File: config.mk
export PLATFORM = sky130hd
export DESIGN_NAME = fpmul_sched
export DESIGN_NICKNAME = d
export VERILOG_FILES = /design/src/rtl/fpmul_pkg.sv /design/src/rtl/sync_fifo.sv /design/src/rtl/fpmul_sched.sv
export SDC_FILE = /design/constraint.sdc
export NUM_CORES = 1
export LEC_CHECK = 0
export BUFFER_PORTS_ARGS = -buffer_cell sky130_fd_sc_hd__clkbuf_2
export CORE_MARGIN = 1
export CORE_UTILIZATION = 38
export DETAILED_ROUTE_END_ITERATION = 6
export GPL_ROUTABILITY_DRIVEN = 0
export HOLD_SLACK_MARGIN = 0.03
export PLACE_DENSITY_LB_ADDON = 0.15
export SLEW_MARGIN = 20
export SYNTH_ARGS = -nofsm -noshare
export SYNTH_HDL_FRONTEND = slang
export SYNTH_SLANG_ARGS = --single-unit
File: constraint.sdc
create_clock -name clk -period 4.14 [get_ports clk]
set_input_delay 0.414 -clock clk [delete_from_list [all_inputs] [get_ports clk]]
set_output_delay 0.414 -clock clk [all_outputs]
set_load 0.005 [all_outputs]
File: src/rtl/fpmul_pkg.sv
// Shared types for the FP multiply scheduler: result FIFO entry layout,
// exception flag positions and the in-flight tag carried alongside the multiplier.
package fpmul_pkg;
  localparam int FLAG_W    = 4;
  localparam int RES_W     = 32;
  localparam int ENTRY_W   = FLAG_W + RES_W;
  localparam int FLAG_NAN  = 3;
  localparam int FLAG_INF  = 2;
  localparam int FLAG_ZERO = 1;
  localparam int FLAG_DNF  = 0;

  typedef struct packed {
    logic [FLAG_W-1:0] flags;
    logic [RES_W-1:0]  result;
  } res_entry_t;

  typedef struct packed {
    logic v;
    logic id;
  } tag_t;
endpackage

File: src/rtl/sync_fifo.sv
// Registered write-then-read FIFO: a pushed entry becomes visible at the head
// on the following cycle; there is no push-to-output bypass.
module sync_fifo #(
  parameter int WIDTH = 36,
  parameter int DEPTH = 4
) (
  input  logic             clk,
  input  logic             rst,
  input  logic             push,
  input  logic [WIDTH-1:0] din,
  input  logic             pop,
  output logic [WIDTH-1:0] dout,
  output logic             empty,
  output logic             full
);
  localparam int AW = $clog2(DEPTH);

  logic [WIDTH-1:0] mem [DEPTH];
  logic [AW:0]      wr_ptr;
  logic [AW:0]      rd_ptr;
  logic             do_push;
  logic             do_pop;

  // Pointers carry one wrap bit so full and empty are distinguishable.
  assign empty   = (wr_ptr == rd_ptr);
  assign full    = (wr_ptr[AW] != rd_ptr[AW]) && (wr_ptr[AW-1:0] == rd_ptr[AW-1:0]);
  assign do_push = push & ~full;
  assign do_pop  = pop & ~empty;
  assign dout    = mem[rd_ptr[AW-1:0]];

  always_ff @(posedge clk) begin
    if (rst) begin
      wr_ptr <= '0;
      rd_ptr <= '0;
    end else begin
      if (do_push) wr_ptr <= wr_ptr + 1'b1;
      if (do_pop)  rd_ptr <= rd_ptr + 1'b1;
    end
  end

  always_ff @(posedge clk) begin
    if (do_push) mem[wr_ptr[AW-1:0]] <= din;
  end
endmodule

File: src/rtl/fpmul_sched.sv
// Shares one fixed-latency FP multiplier between two requesters: credit-gated
// round-robin issue, tag shift register tracking in-flight ops, per-port result FIFOs.
module fpmul_sched
  import fpmul_pkg::*;
#(
  parameter int LAT   = 4,
  parameter int DEPTH = 4
) (
  input  logic        clk,
  input  logic        rst,
  input  logic [1:0]  in_valid,
  output logic [1:0]  in_ready,
  input  logic [31:0] in_a0,
  input  logic [31:0] in_b0,
  input  logic [31:0] in_a1,
  input  logic [31:0] in_b1,
  output logic        mul_go,
  output logic [31:0] mul_a,
  output logic [31:0] mul_b,
  input  logic        mul_valid,
  input  logic [31:0] mul_res,
  input  logic [3:0]  mul_flags,
  output logic [1:0]  out_valid,
  input  logic [1:0]  out_ready,
  output logic [35:0] out_data0,
  output logic [35:0] out_data1,
  output logic        err
);
  localparam int CW = $clog2(DEPTH + 1);

  logic [1:0][CW-1:0] cred;
  logic               last;
  logic               issue_id;
  logic [1:0]         elig;
  logic [1:0]         grant;
  logic [1:0]         xfer;
  logic [1:0]         pop;
  logic [1:0]         push;
  logic [1:0]         empty;
  logic [1:0]         full;
  tag_t               tag_p [LAT];
  logic               tv;
  logic               tid;
  res_entry_t         wb_entry;
  res_entry_t         head0;
  res_entry_t         head1;

  // Arbitration: a port is eligible only while it holds a reserved FIFO slot.
  always_comb begin
    grant = 2'b00;
    for (int i = 0; i < 2; i++) elig[i] = in_valid[i] & (cred[i] != '0);
    if (elig == 2'b11) grant = last ? 2'b01 : 2'b10;
    else               grant = elig;
  end

  assign in_ready  = rst ? 2'b00 : grant;
  assign xfer      = in_valid & in_ready;
  assign out_valid = ~empty;
  assign pop       = ~empty & out_ready;

  always_ff @(posedge clk) begin
    if (rst) begin
      for (int i = 0; i < 2; i++) cred[i] <= CW'(DEPTH);
    end else begin
      for (int i = 0; i < 2; i++) begin
        if (xfer[i] && !pop[i])      cred[i] <= cred[i] - CW'(1);
        else if (!xfer[i] && pop[i]) cred[i] <= cred[i] + CW'(1);
      end
    end
  end

  // Issue register stage
  always_ff @(posedge clk) begin
    if (rst) begin
      mul_go   <= 1'b0;
      mul_a    <= '0;
      mul_b    <= '0;
      issue_id <= 1'b0;
      last     <= 1'b1;
    end else begin
      mul_go <= |xfer;
      if (|xfer) begin
        mul_a    <= grant[1] ? in_a1 : in_a0;
        mul_b    <= grant[1] ? in_b1 : in_b0;
        issue_id <= grant[1];
        last     <= grant[1];
      end
    end
  end

  // Tag pipeline stages, aligned with the multiplier latency
  always_ff @(posedge clk) begin
    if (rst) begin
      for (int k = 0; k < LAT; k++) tag_p[k] <= '0;
    end else begin
      tag_p[0] <= '{v: mul_go, id: issue_id};
      for (int k = 1; k < LAT; k++) tag_p[k] <= tag_p[k-1];
    end
  end

  assign tv       = tag_p[LAT-1].v;
  assign tid      = tag_p[LAT-1].id;
  assign wb_entry = '{flags: mul_flags, result: mul_res};

  // Writeback stage: a strobe that disagrees with the tag is dropped and flagged.
  assign push[0] = tv & mul_valid & ~tid;
  assign push[1] = tv & mul_valid & tid;

  always_ff @(posedge clk) begin
    if (rst)                    err <= 1'b0;
    else if (tv != mul_valid)   err <= 1'b1;
  end

  assert property (@(posedge clk) disable iff (rst) !(|(push & full)));

  sync_fifo #(.WIDTH(ENTRY_W), .DEPTH(DEPTH)) u_fifo0 (
    .clk(clk), .rst(rst), .push(push[0]), .din(wb_entry), .pop(pop[0]),
    .dout(head0), .empty(empty[0]), .full(full[0])
  );

  sync_fifo #(.WIDTH(ENTRY_W), .DEPTH(DEPTH)) u_fifo1 (
    .clk(clk), .rst(rst), .push(push[1]), .din(wb_entry), .pop(pop[1]),
    .dout(head1), .empty(empty[1]), .full(full[1])
  );

  assign out_data0 = head0;
  assign out_data1 = head1;
endmodule
==> reports/results.ini <==
[synth]
synth.distinct_cells = 44
netlist_area_sq_mm = 0.0153
synth-edff-count = 288
ys_warn_count = 0
avgSynthCellArea_sq_um = 16.3
async_flop_share = 0
synth_top_area_cell = edfxtp_1
synthTopCellsByCount = 288 x edfxtp_1, 98 x dfxtp_1, 72 x mux4_2
synth_most_common_cell = edfxtp_1
ys_top_cells_by_area = edfxtp_1 56%, dfxtp_1 13%, mux4_2 11%, o31ai_1 3.1%, nand3_1 2.3%
synth_cells = 940
synth.net_count = 1126
netlist.area_leader.share = 0.565
ys_ff_latch = 386
ys.flop_type = edfxtp_1
seq_area_frac_synth = 0.693

[pwr]
peakVddDrop_mv = 0.260
powerDensity_mw_per_mm2 = 459
p_leak_nw = 6.65
total_power_mw = 8.57

[clock_tree]
post_cts_resized = 0
cts_setup_buffers = 0
cts_buffers = 43
htreeDepth = 2
clockBufferDepth = 3
clk_latency_ps = 560
cts.hold.buffers_added = 0
cts_root_buf = clkbuf_16
clk_pin_slew_worst_paths_ps = 60
cts_tree = built
clock_sinks = 386

[setup_path]
crit_arrival_ps = 2430
worst_r2r_endpoint = cred[2]$_SDFFE_PP1P_
path_max_fanout = 20
r2r_slack_ps = 1640
startpoint_type = flop
path_class = reg2out
rr_worst_depth = 10
timing.rr.start = cred[5]$_SDFFE_PP1P_
worstPathRequired_ps = 3730
cp-end-kind = primary output

[sta]
rsz0062_at_grt = no
tightest_slew_ps = 1030
setup_viol = 0
finalHoldViolations = 0
timing.setup.tns_ps = 0
slew_headroom = 0.315
period_share = 0.688
fin_crit_ps = 2850
hold-worst-slack_ps = 108
timing.final.max_slew_violations = 0
clock_skew_ps = 22.3
worst_slack_ps = 1290
max_freq_mhz = 351

[die]
pin_count = 313
die_h_um = 203
die_area_sq_mm = 0.0411
fp.dieW_um = 203
rows = 73
core_sq_mm = 0.0397
start_util = 0.385

[final_layout]
multiInputGateArea_sq_mm = 0.00428
nets = 1424
layout-drive-gt1-share = 0.389
n_fill_cell = 3516
fin_area_sq_mm = 0.0187
seqCellArea_sq_mm = 0.0106
layout-area-overhead-vs-synth_pct = 21.9

[hold_path]
worstHoldPathType = in2reg
whs_endpoint = mul_b[23]$_SDFFE_PP0P_
hp-start = in_b0[23]
hold_depth = 3

[routing]
first_pass_iters = 4
wl_per_cell_um = 20.8
detail-route-antenna-nets = 0
via_per_inst = 5.27
vias = 9466
finalWirelength_um = 37300
drtIter0Drc = 543
route.detailed.drc = 0

[placed_design]
dp_hpwl_um = 23400
pre_cts_ws_ps = 1570
numPortBuffers = 312
post_dp_cell_area_sq_mm = 0.0173

[global_route]
grt-ovfl-total = 0
grt_max_degree = 78
grt_pass1_wl_um = 56700
antenna_found_initial = 3
grt_pass1_vias = 9513
grt_usage = 0.180

[run_status]
outcome = finished, final reports clean

[flow_run]
maxCapViolations = 0

[routing by layer]
layer  vias to the layer above  share of wire  global-route usage
li1                       4371              -                   -
met1                      4711           0.43               0.237
met2                       322           0.48               0.288
met3                        58          0.067              0.0453
met4                         4          0.028              0.0690
met5                         -        0.00062                   0
[worst max-delay path by stage]
stage,endpoint,cells after the start,slack [ps]
6_report,out_data0[31],3,1290
3_3_place_gp,u_fifo1.mem[1][5]$_DFFE_PP_,5,1630
5_1_grt,out_data0[32],3,1090
3_5_place_dp,u_fifo1.mem[0][6]$_DFFE_PP_,6,1570
4_1_cts,out_data0[14],3,1190
2_1_floorplan,cred[5]$_SDFFE_PP1P_,11,1830
[flip-flops by register name (all words and copies together), names as in the netlist, named ones only]
register,cells
u_fifo0.mem,144
u_fifo1.mem,144
mul_a,32
mul_b,32
tag_p,8
cred,6
u_fifo0.rd_ptr,3
u_fifo0.wr_ptr,3
u_fifo1.rd_ptr,3
u_fifo1.wr_ptr,3
err,1
issue_id,1
last,1
mul_go,1
[power by group]
| group | internal, mW | leakage, nW | switching, mW |
|---|---|---|---|
| Combinational | 0.222 | 2.58 | 0.332 |
| Clock | 2.18 | 0.675 | 1.54 |
| Sequential | 4.23 | 3.40 | 0.0581 |
| Total | 6.64 | 6.65 | 1.93 |
[final cells by class]
cell class | instances | area share
Clock inverter | 28 | 0.0137
Clock buffer | 50 | 0.0596
Multi-Input combinational cell | 463 | 0.229
Tap cell | 525 | 0.0352
Timing Repair Buffer | 328 | 0.0901
Inverter | 16 | 0.00322
Antenna cell | 1 | 0.000134
Sequential cell | 386 | 0.569
[through the flow]
stage	instances	util
finish	1797	0.470
global route	1796	0.470
CTS	1796	0.470
detailed placement	1718	0.435
global placement	1718	0.435
floorplan	940	-
[worst max-delay path: stages, from the launching register on]
cell and delay, ps:
dfxtp_2 840, buf_4 360, mux4_2 530, clkbuf_2 130
[cell families after synthesis]
logic type / synth area share
DFF: 0.693
adders and majority gates: 0.0132
and+or+nand+nor: 0.0426
muxes: 0.113
xor gates and xnor gates: 0.00964
buffers and inverters: 0.0306
AOI/OAI and AO/OA: 0.0981
[cell usage in the layout, fill, tap and decap left out, types with 3 or more instances in the layout]
master / n
dfxtp_1: 94
bufinv_16: 4
buf_4: 16
ha_1: 13
xnor2_1: 6
a31oi_1: 54
o31ai_1: 64
clkbuf_16: 43
xor2_1: 9
o311ai_1: 3
nor2_1: 18
nor2b_1: 10
and2_2: 7
clkinv_1: 10
nand2_1: 13
clkinv_2: 9
clkbuf_2: 312
a31oi_2: 12
inv_1: 15
mux4_2: 72
nand3_1: 70
mux2i_1: 4
clkbuf_1: 6
nand2b_1: 3
o21ai_0: 67
edfxtp_1: 288
dfxtp_2: 4
a21oi_1: 5
mux2_1: 6
Power figures use the tool's default switching activity.
